File: src/rtl/bus_control_fsm.sv
// Microsequencer for the single-bus datapath: fetch, then per-class execute T-states.
// Strobes are decoded from the state register and ir. mdr_in also depends on mem_ready.
module bus_control_fsm (
    input  logic        clock,
    input  logic        clear,
    input  logic        run,
    input  logic [31:0] ir,
    input  logic        mem_ready,
    output logic [4:0]  bus_sel,
    output logic        mar_in,
    output logic        mdr_in,
    output logic        ir_in,
    output logic        y_in,
    output logic        z_in,
    output logic        pc_in,
    output logic        hi_in,
    output logic        lo_in,
    output logic        rf_in,
    output logic [3:0]  rf_wsel,
    output logic        inc_pc,
    output logic        mem_read,
    output logic [4:0]  alu_op,
    output logic        instr_done,
    output logic        halted
);

    // state  | meaning
    // IDLE   | waiting for run
    // T0     | PC -> MAR, Z = PC + 1
    // T1     | Z -> PC (first cycle), wait for memory, MDR load
    // T2     | MDR -> IR
    // T3..T6 | per-class execute steps
    // HALT   | absorbing, left only through clear
    localparam logic [3:0] S_IDLE = 4'd0;
    localparam logic [3:0] S_T0   = 4'd1;
    localparam logic [3:0] S_T1   = 4'd2;
    localparam logic [3:0] S_T2   = 4'd3;
    localparam logic [3:0] S_T3   = 4'd4;
    localparam logic [3:0] S_T4   = 4'd5;
    localparam logic [3:0] S_T5   = 4'd6;
    localparam logic [3:0] S_T6   = 4'd7;
    localparam logic [3:0] S_HALT = 4'd8;

    localparam logic [2:0] C_ALUR   = 3'd0;
    localparam logic [2:0] C_ALUI   = 3'd1;
    localparam logic [2:0] C_MULDIV = 3'd2;
    localparam logic [2:0] C_MFHL   = 3'd3;
    localparam logic [2:0] C_NOP    = 3'd4;
    localparam logic [2:0] C_HALT   = 3'd5;

    localparam logic [4:0] OP_MFHI = 5'd24;
    localparam logic [4:0] OP_HALT = 5'd27;

    localparam logic [4:0] SEL_HI   = 5'd16;
    localparam logic [4:0] SEL_LO   = 5'd17;
    localparam logic [4:0] SEL_ZHI  = 5'd18;
    localparam logic [4:0] SEL_ZLO  = 5'd19;
    localparam logic [4:0] SEL_PC   = 5'd20;
    localparam logic [4:0] SEL_MDR  = 5'd21;
    localparam logic [4:0] SEL_SEXT = 5'd23;
    localparam logic [4:0] SEL_NONE = 5'd31;

    logic [3:0] state;
    logic [3:0] state_nxt;
    logic       pc_loaded;
    logic [2:0] cls;
    logic [4:0] alu_code;
    logic       final_step;

    logic [4:0] opcode;
    logic [3:0] ra;
    logic [3:0] rb;
    logic [3:0] rc;
    logic       unused_ir;

    assign opcode    = ir[31:27];
    assign ra        = ir[26:23];
    assign rb        = ir[22:19];
    assign rc        = ir[18:15];
    assign unused_ir = ^ir[14:0];

    always_comb begin
        cls      = C_NOP;
        alu_code = 5'd0;
        case (opcode) inside
            [5'd0:5'd8]: begin
                cls      = C_ALUR;
                alu_code = opcode;
            end
            5'd9: begin
                cls      = C_ALUI;
                alu_code = 5'd0;
            end
            5'd10: begin
                cls      = C_ALUI;
                alu_code = 5'd2;
            end
            5'd11: begin
                cls      = C_ALUI;
                alu_code = 5'd3;
            end
            5'd15, 5'd16: begin
                cls      = C_MULDIV;
                alu_code = opcode;
            end
            5'd24, 5'd25: cls = C_MFHL;
            OP_HALT:      cls = C_HALT;
            default:      cls = C_NOP;
        endcase
    end

    always_comb begin
        final_step = 1'b0;
        case (state)
            S_T3:    final_step = (cls == C_MFHL) || (cls == C_NOP) || (cls == C_HALT);
            S_T5:    final_step = (cls == C_ALUR) || (cls == C_ALUI);
            S_T6:    final_step = 1'b1;
            default: final_step = 1'b0;
        endcase
    end

    always_comb begin
        state_nxt = state;
        case (state)
            S_IDLE: state_nxt = run ? S_T0 : S_IDLE;
            S_T0:   state_nxt = S_T1;
            S_T1:   state_nxt = mem_ready ? S_T2 : S_T1;
            S_T2:   state_nxt = S_T3;
            S_T3: begin
                if (cls == C_HALT)
                    state_nxt = S_HALT;
                else if (final_step)
                    state_nxt = run ? S_T0 : S_IDLE;
                else
                    state_nxt = S_T4;
            end
            S_T4:   state_nxt = S_T5;
            S_T5:   state_nxt = final_step ? (run ? S_T0 : S_IDLE) : S_T6;
            S_T6:   state_nxt = run ? S_T0 : S_IDLE;
            S_HALT: state_nxt = S_HALT;
            default: state_nxt = S_IDLE;
        endcase
    end

    always_ff @(posedge clock or negedge clear) begin
        if (!clear) begin
            state     <= S_IDLE;
            pc_loaded <= 1'b0;
        end else begin
            state     <= state_nxt;
            // remembers that PC was already loaded during T1 wait states
            pc_loaded <= (state == S_T1);
        end
    end

    always_comb begin
        bus_sel  = SEL_NONE;
        mar_in   = 1'b0;
        mdr_in   = 1'b0;
        ir_in    = 1'b0;
        y_in     = 1'b0;
        z_in     = 1'b0;
        pc_in    = 1'b0;
        hi_in    = 1'b0;
        lo_in    = 1'b0;
        rf_in    = 1'b0;
        rf_wsel  = 4'd0;
        inc_pc   = 1'b0;
        mem_read = 1'b0;
        alu_op   = 5'd0;
        case (state)
            S_T0: begin
                bus_sel = SEL_PC;
                mar_in  = 1'b1;
                inc_pc  = 1'b1;
                z_in    = 1'b1;
            end
            S_T1: begin
                bus_sel  = SEL_ZLO;
                mem_read = 1'b1;
                pc_in    = !pc_loaded;
                mdr_in   = mem_ready;
            end
            S_T2: begin
                bus_sel = SEL_MDR;
                ir_in   = 1'b1;
            end
            S_T3: begin
                case (cls)
                    C_ALUR, C_ALUI: begin
                        bus_sel = {1'b0, rb};
                        y_in    = 1'b1;
                    end
                    C_MULDIV: begin
                        bus_sel = {1'b0, ra};
                        y_in    = 1'b1;
                    end
                    C_MFHL: begin
                        bus_sel = (opcode == OP_MFHI) ? SEL_HI : SEL_LO;
                        rf_in   = 1'b1;
                        rf_wsel = ra;
                    end
                    default: ;
                endcase
            end
            S_T4: begin
                case (cls)
                    C_ALUR: begin
                        bus_sel = {1'b0, rc};
                        z_in    = 1'b1;
                        alu_op  = alu_code;
                    end
                    C_ALUI: begin
                        bus_sel = SEL_SEXT;
                        z_in    = 1'b1;
                        alu_op  = alu_code;
                    end
                    C_MULDIV: begin
                        bus_sel = {1'b0, rb};
                        z_in    = 1'b1;
                        alu_op  = alu_code;
                    end
                    default: ;
                endcase
            end
            S_T5: begin
                case (cls)
                    C_ALUR, C_ALUI: begin
                        bus_sel = SEL_ZLO;
                        rf_in   = 1'b1;
                        rf_wsel = ra;
                    end
                    C_MULDIV: begin
                        bus_sel = SEL_ZLO;
                        lo_in   = 1'b1;
                    end
                    default: ;
                endcase
            end
            S_T6: begin
                if (cls == C_MULDIV) begin
                    bus_sel = SEL_ZHI;
                    hi_in   = 1'b1;
                end
            end
            default: ;
        endcase
    end

    assign instr_done = final_step;
    assign halted     = (state == S_HALT);

endmodule

File: config.mk
export PLATFORM = sky130hd
export DESIGN_NAME = bus_control_fsm
export DESIGN_NICKNAME = d
export VERILOG_FILES = /design/src/rtl/bus_control_fsm.sv
export SDC_FILE = /design/constraint.sdc
export NUM_CORES = 1
export LEC_CHECK = 0
export ABC_AREA = 1
export CORE_ASPECT_RATIO = 1.4
export CORE_MARGIN = 4
export CORE_UTILIZATION = 31
export DETAILED_ROUTE_END_ITERATION = 7
export PLACE_DENSITY_LB_ADDON = 0.2
export SYNTH_ARGS = -nofsm -noshare
export SYNTH_HDL_FRONTEND = slang
export SYNTH_SLANG_ARGS = --single-unit
File: constraint.sdc
create_clock -name clock -period 2.7 [get_ports clock]
set_clock_uncertainty 0.05 [all_clocks]
set_input_delay 0.54 -clock clock [delete_from_list [all_inputs] [get_ports clock]]
set_output_delay 0.54 -clock clock [all_outputs]
set_load 0.05 [all_outputs]
==> results by group <==
CTS
  – Clock buffer depth: 2
  – Latest clock arrival within the worst-skew pair: 0.24 ns
  – Hold_buf cts: 0
  – Root buffer cell: clkbuf_4
  – CTS Buf Count: 3
  – CTS tree: done
  – Clock transition at path regs: 0.05 ns
  – Clock sinks: 5
  – H-tree levels: 1

Yosys
  – Ys Warns: 0
  – Mapped cell area: 862.1 µm²
  – Async set-reset flop share out of synthesis: 100.0%
  – Synth area leaders: nand2_1 (20%), dfrtp_1 (15%), nand3_1 (13%)
  – EDFF count, synth: 0
  – Mapped Avg Cell Area: 5.225 µm²
  – Synth top area share: between 10% and 20%
  – Unique masters post-synth: 20
  – Yosys top cell by area: nand2_1
  – Sequential fraction of the synthesis area: 14.51%
  – Seq cells post-synth: 5
  – Syn nets: 201
  – Cells after synthesis: 165
  – Most used DFF post-synth: dfrtp_1

Setup path
  – Critical path depth: 7
  – R2r endpoint: state[0]$_DFF_PN0_
  – CP max-delay cell: clkdlybuf4s50_1
  – Setup crit end kind: output port
  – Critical path's top delay family: buffers and inverters
  – WP buf/inv: 4
  – Critical Path, Cell by Cell: clkdlybuf4s50_1 > buf_4 > nand3_1 > o22ai_2 > inv_2 > nor2_2 > buf_12
  – Reg2reg start: state[3]$_DFF_PN0_
  – Worst-path fanout max: 4
  – Critical Path Start Type: input port
  – CP Data Required Time: 2.11 ns
  – R2R depth: 8
  – Setup Crit Path Kind: in2out
  – CP max stage delay: 0.55 ns
  – WP data arrival: 2.05 ns
  – Reg2reg setup slack: 1.18 ns

Placed design
  – Pre-CTS WS: -0.04410 ns
  – GP Congestion: 0.8914
  – Port Buffers: 47
  – DP Wirelength: around 2600 µm
  – Placed cell area: 0.001630 mm²
  – Placed insts: about 250

Finish
  – Layout Cells excl Fill: about 260
  – Layout area overhead: 99.42%
  – Post-layout nets: 260
  – Final Core Density: 65.06%
  – Final instance area: 0.001719 mm²
  – Share of cells above drive strength 1: roughly 30%
  – Antenna Cells: 0

Die
  – I/O pin cnt: 63
  – Core area: 0.002643 mm²
  – Die Span X: 52.57 µm
  – Row count: 22
  – Die Ht: 70.40 µm
  – Initial Utilization: 32.62%
  – Die ar.: between 0.003 and 0.004 mm²

STA
  – Measured slew at the worst slew-check pin: 0.5105 ns
  – Max frequency: around 380 MHz
  – Final min period: 2.637 ns
  – RSZ-0062 raised after global routing: true
  – Setup slack after layout: approximately 0.063 ns
  – Final Cycle Share: a little over nine tenths
  – Final Hold Fails: 0
  – Pins Over Slew Limit: 0
  – Setup-failing EPs final: 0
  – Slew margin rel.: about two thirds

Global route
  – Largest net degree at the start of global routing: 11
  – First-pass GRT wire length: 5278 µm
  – Vias in the first global route: 1327
  – Initial antenna violation count: 0
  – GR Overflow Total: 0
  – Global Route Usage Sum: roughly 18%

Worst hold path
  – Worst hold-check path type: in2async

Detailed routing
  – Vias per Instance: 4.942
  – DR pass1 iterations: 4
  – Metal2 WL: 1712 µm
  – Routed len/inst: 12.38 µm
  – Vias post-DR: around 1300
  – Initial DRC count: 23
  – Max Used Layer: met4
  – Final WL: between 3000 and 4000 µm
  – Remaining antenna violation count: 0
  – Drc violations: 0
  – M1 WL: around 1200 µm
  – Met3 WL: 178 µm

Outcome
  – Status: finished, final reports clean

Power
  – Peak supply drop: 0.0009105 V
  – Pwr/cell area: 861.8 mW/mm²
  – Lkg Pwr: 0.8432 nW
  – Design Power: 1.482 mW

Run
  – MaxCap Viol Count: 0
per-stage QoR:
stage                     hold WS [ns]  TNS, ns
after floorplan                 0.1944  -0.1307
after global placement          0.5488        0
after detailed placement        0.5610  -0.2042
after CTS                       0.4590  -0.1515
after global routing            0.4673  -0.1503
final                           0.4576        0
layout by cell type (no fill, tap or decap):
cell             count
a21oi_1              4
buf_12              21
buf_4                9
clkbuf_1             1
clkbuf_4             3
clkdlybuf4s50_1     21
dfrtp_1              5
dlygate4sd2_1        1
dlymetal6s2s_1       3
inv_1               27
inv_2                4
inv_4                1
nand2_1             43
nand2_2              6
nand2_4              4
nand3_1             20
nand3_2              4
nand4_1              3
nor2_1              21
nor2_2              11
nor2_4               1
nor3_1               2
nor3_4               1
o21ai_0              3
o21ai_1              1
o21ai_2              1
o22ai_1              1
o22ai_2              1
sequential cells by signal, summed over array words and instances, names as in the netlist:
name,cells
state,4
pc_loaded,1
routing by layer:
layer / up-vias / GRT usage, %
met4: 0 / 9.091
met1: 575 / 18.81
met2: 59 / 32.87
met3: 18 / 2.559
met5: - / 0
li1: 628 / -
cells by family (layout without fill, tap and decap cells):
family                 Yosys count  count (layout)  synth area share (%)
DFF                              5               5                 14.51
buffers and inverters           33              91                 14.80
and+or+nand+nor                116             116                 62.84
AOI/OAI and AO/OA               11              11                 7.838
final cells by class:
| cell class | count | area, µm² |
|---|---|---|
| Timing Repair Buffer | 55 | 744.5 |
| Clock buffer | 4 | 26.28 |
| Tap cell | 36 | 45.04 |
| Inverter | 32 | 122.6 |
| Fill cell | 255 | 923.4 |
| Sequential cell | 5 | 125.1 |
| Multi-Input combinational cell | 127 | 655.6 |
worst register-to-register path, delay by kind of cell (launching register included):
family / cells / cell delay [ns]
AOI/OAI and AO/OA: 1 / 0.08
buffers and inverters: 1 / 0.10
DFF: 1 / 0.41
and+or+nand+nor: 6 / 0.78
synthesized netlist by cell type, types with 2 or more instances:
cell     number
a21oi_1       4
dfrtp_1       5
inv_1        27
inv_2         5
nand2_1      45
nand2_2       5
nand2_4       3
nand3_1      23
nand4_1       3
nor2_1       27
nor2_2        5
nor3_1        2
o21ai_0       4
what timing repair did:
action                                  4_1_cts  5_1_grt
buffers inserted                              0        1
pin swaps                                     1        3
gates resized for setup                       4       15
endpoints found under the setup margin       11       17
where the power goes:
part | switching (mW) | leakage, nW | total [mW] | internal, mW
Clock | 0.0309 | 0.0150 | 0.0868 | 0.0559
Combinational | 0.765 | 0.763 | 1.26 | 0.498
Sequential | 0.0273 | 0.0648 | 0.131 | 0.104
Total | 0.824 | 0.843 | 1.48 | 0.658
how the worst max path moves through the flow:
stage	from	end
6_report	ir[31]	rf_wsel[1]
5_1_grt	ir[31]	bus_sel[0]
3_5_place_dp	ir[30]	rf_wsel[1]
4_1_cts	ir[30]	rf_wsel[1]
3_3_place_gp	ir[29]	alu_op[3]
2_1_floorplan	ir[30]	rf_wsel[0]
Power figures use the tool's default switching activity.
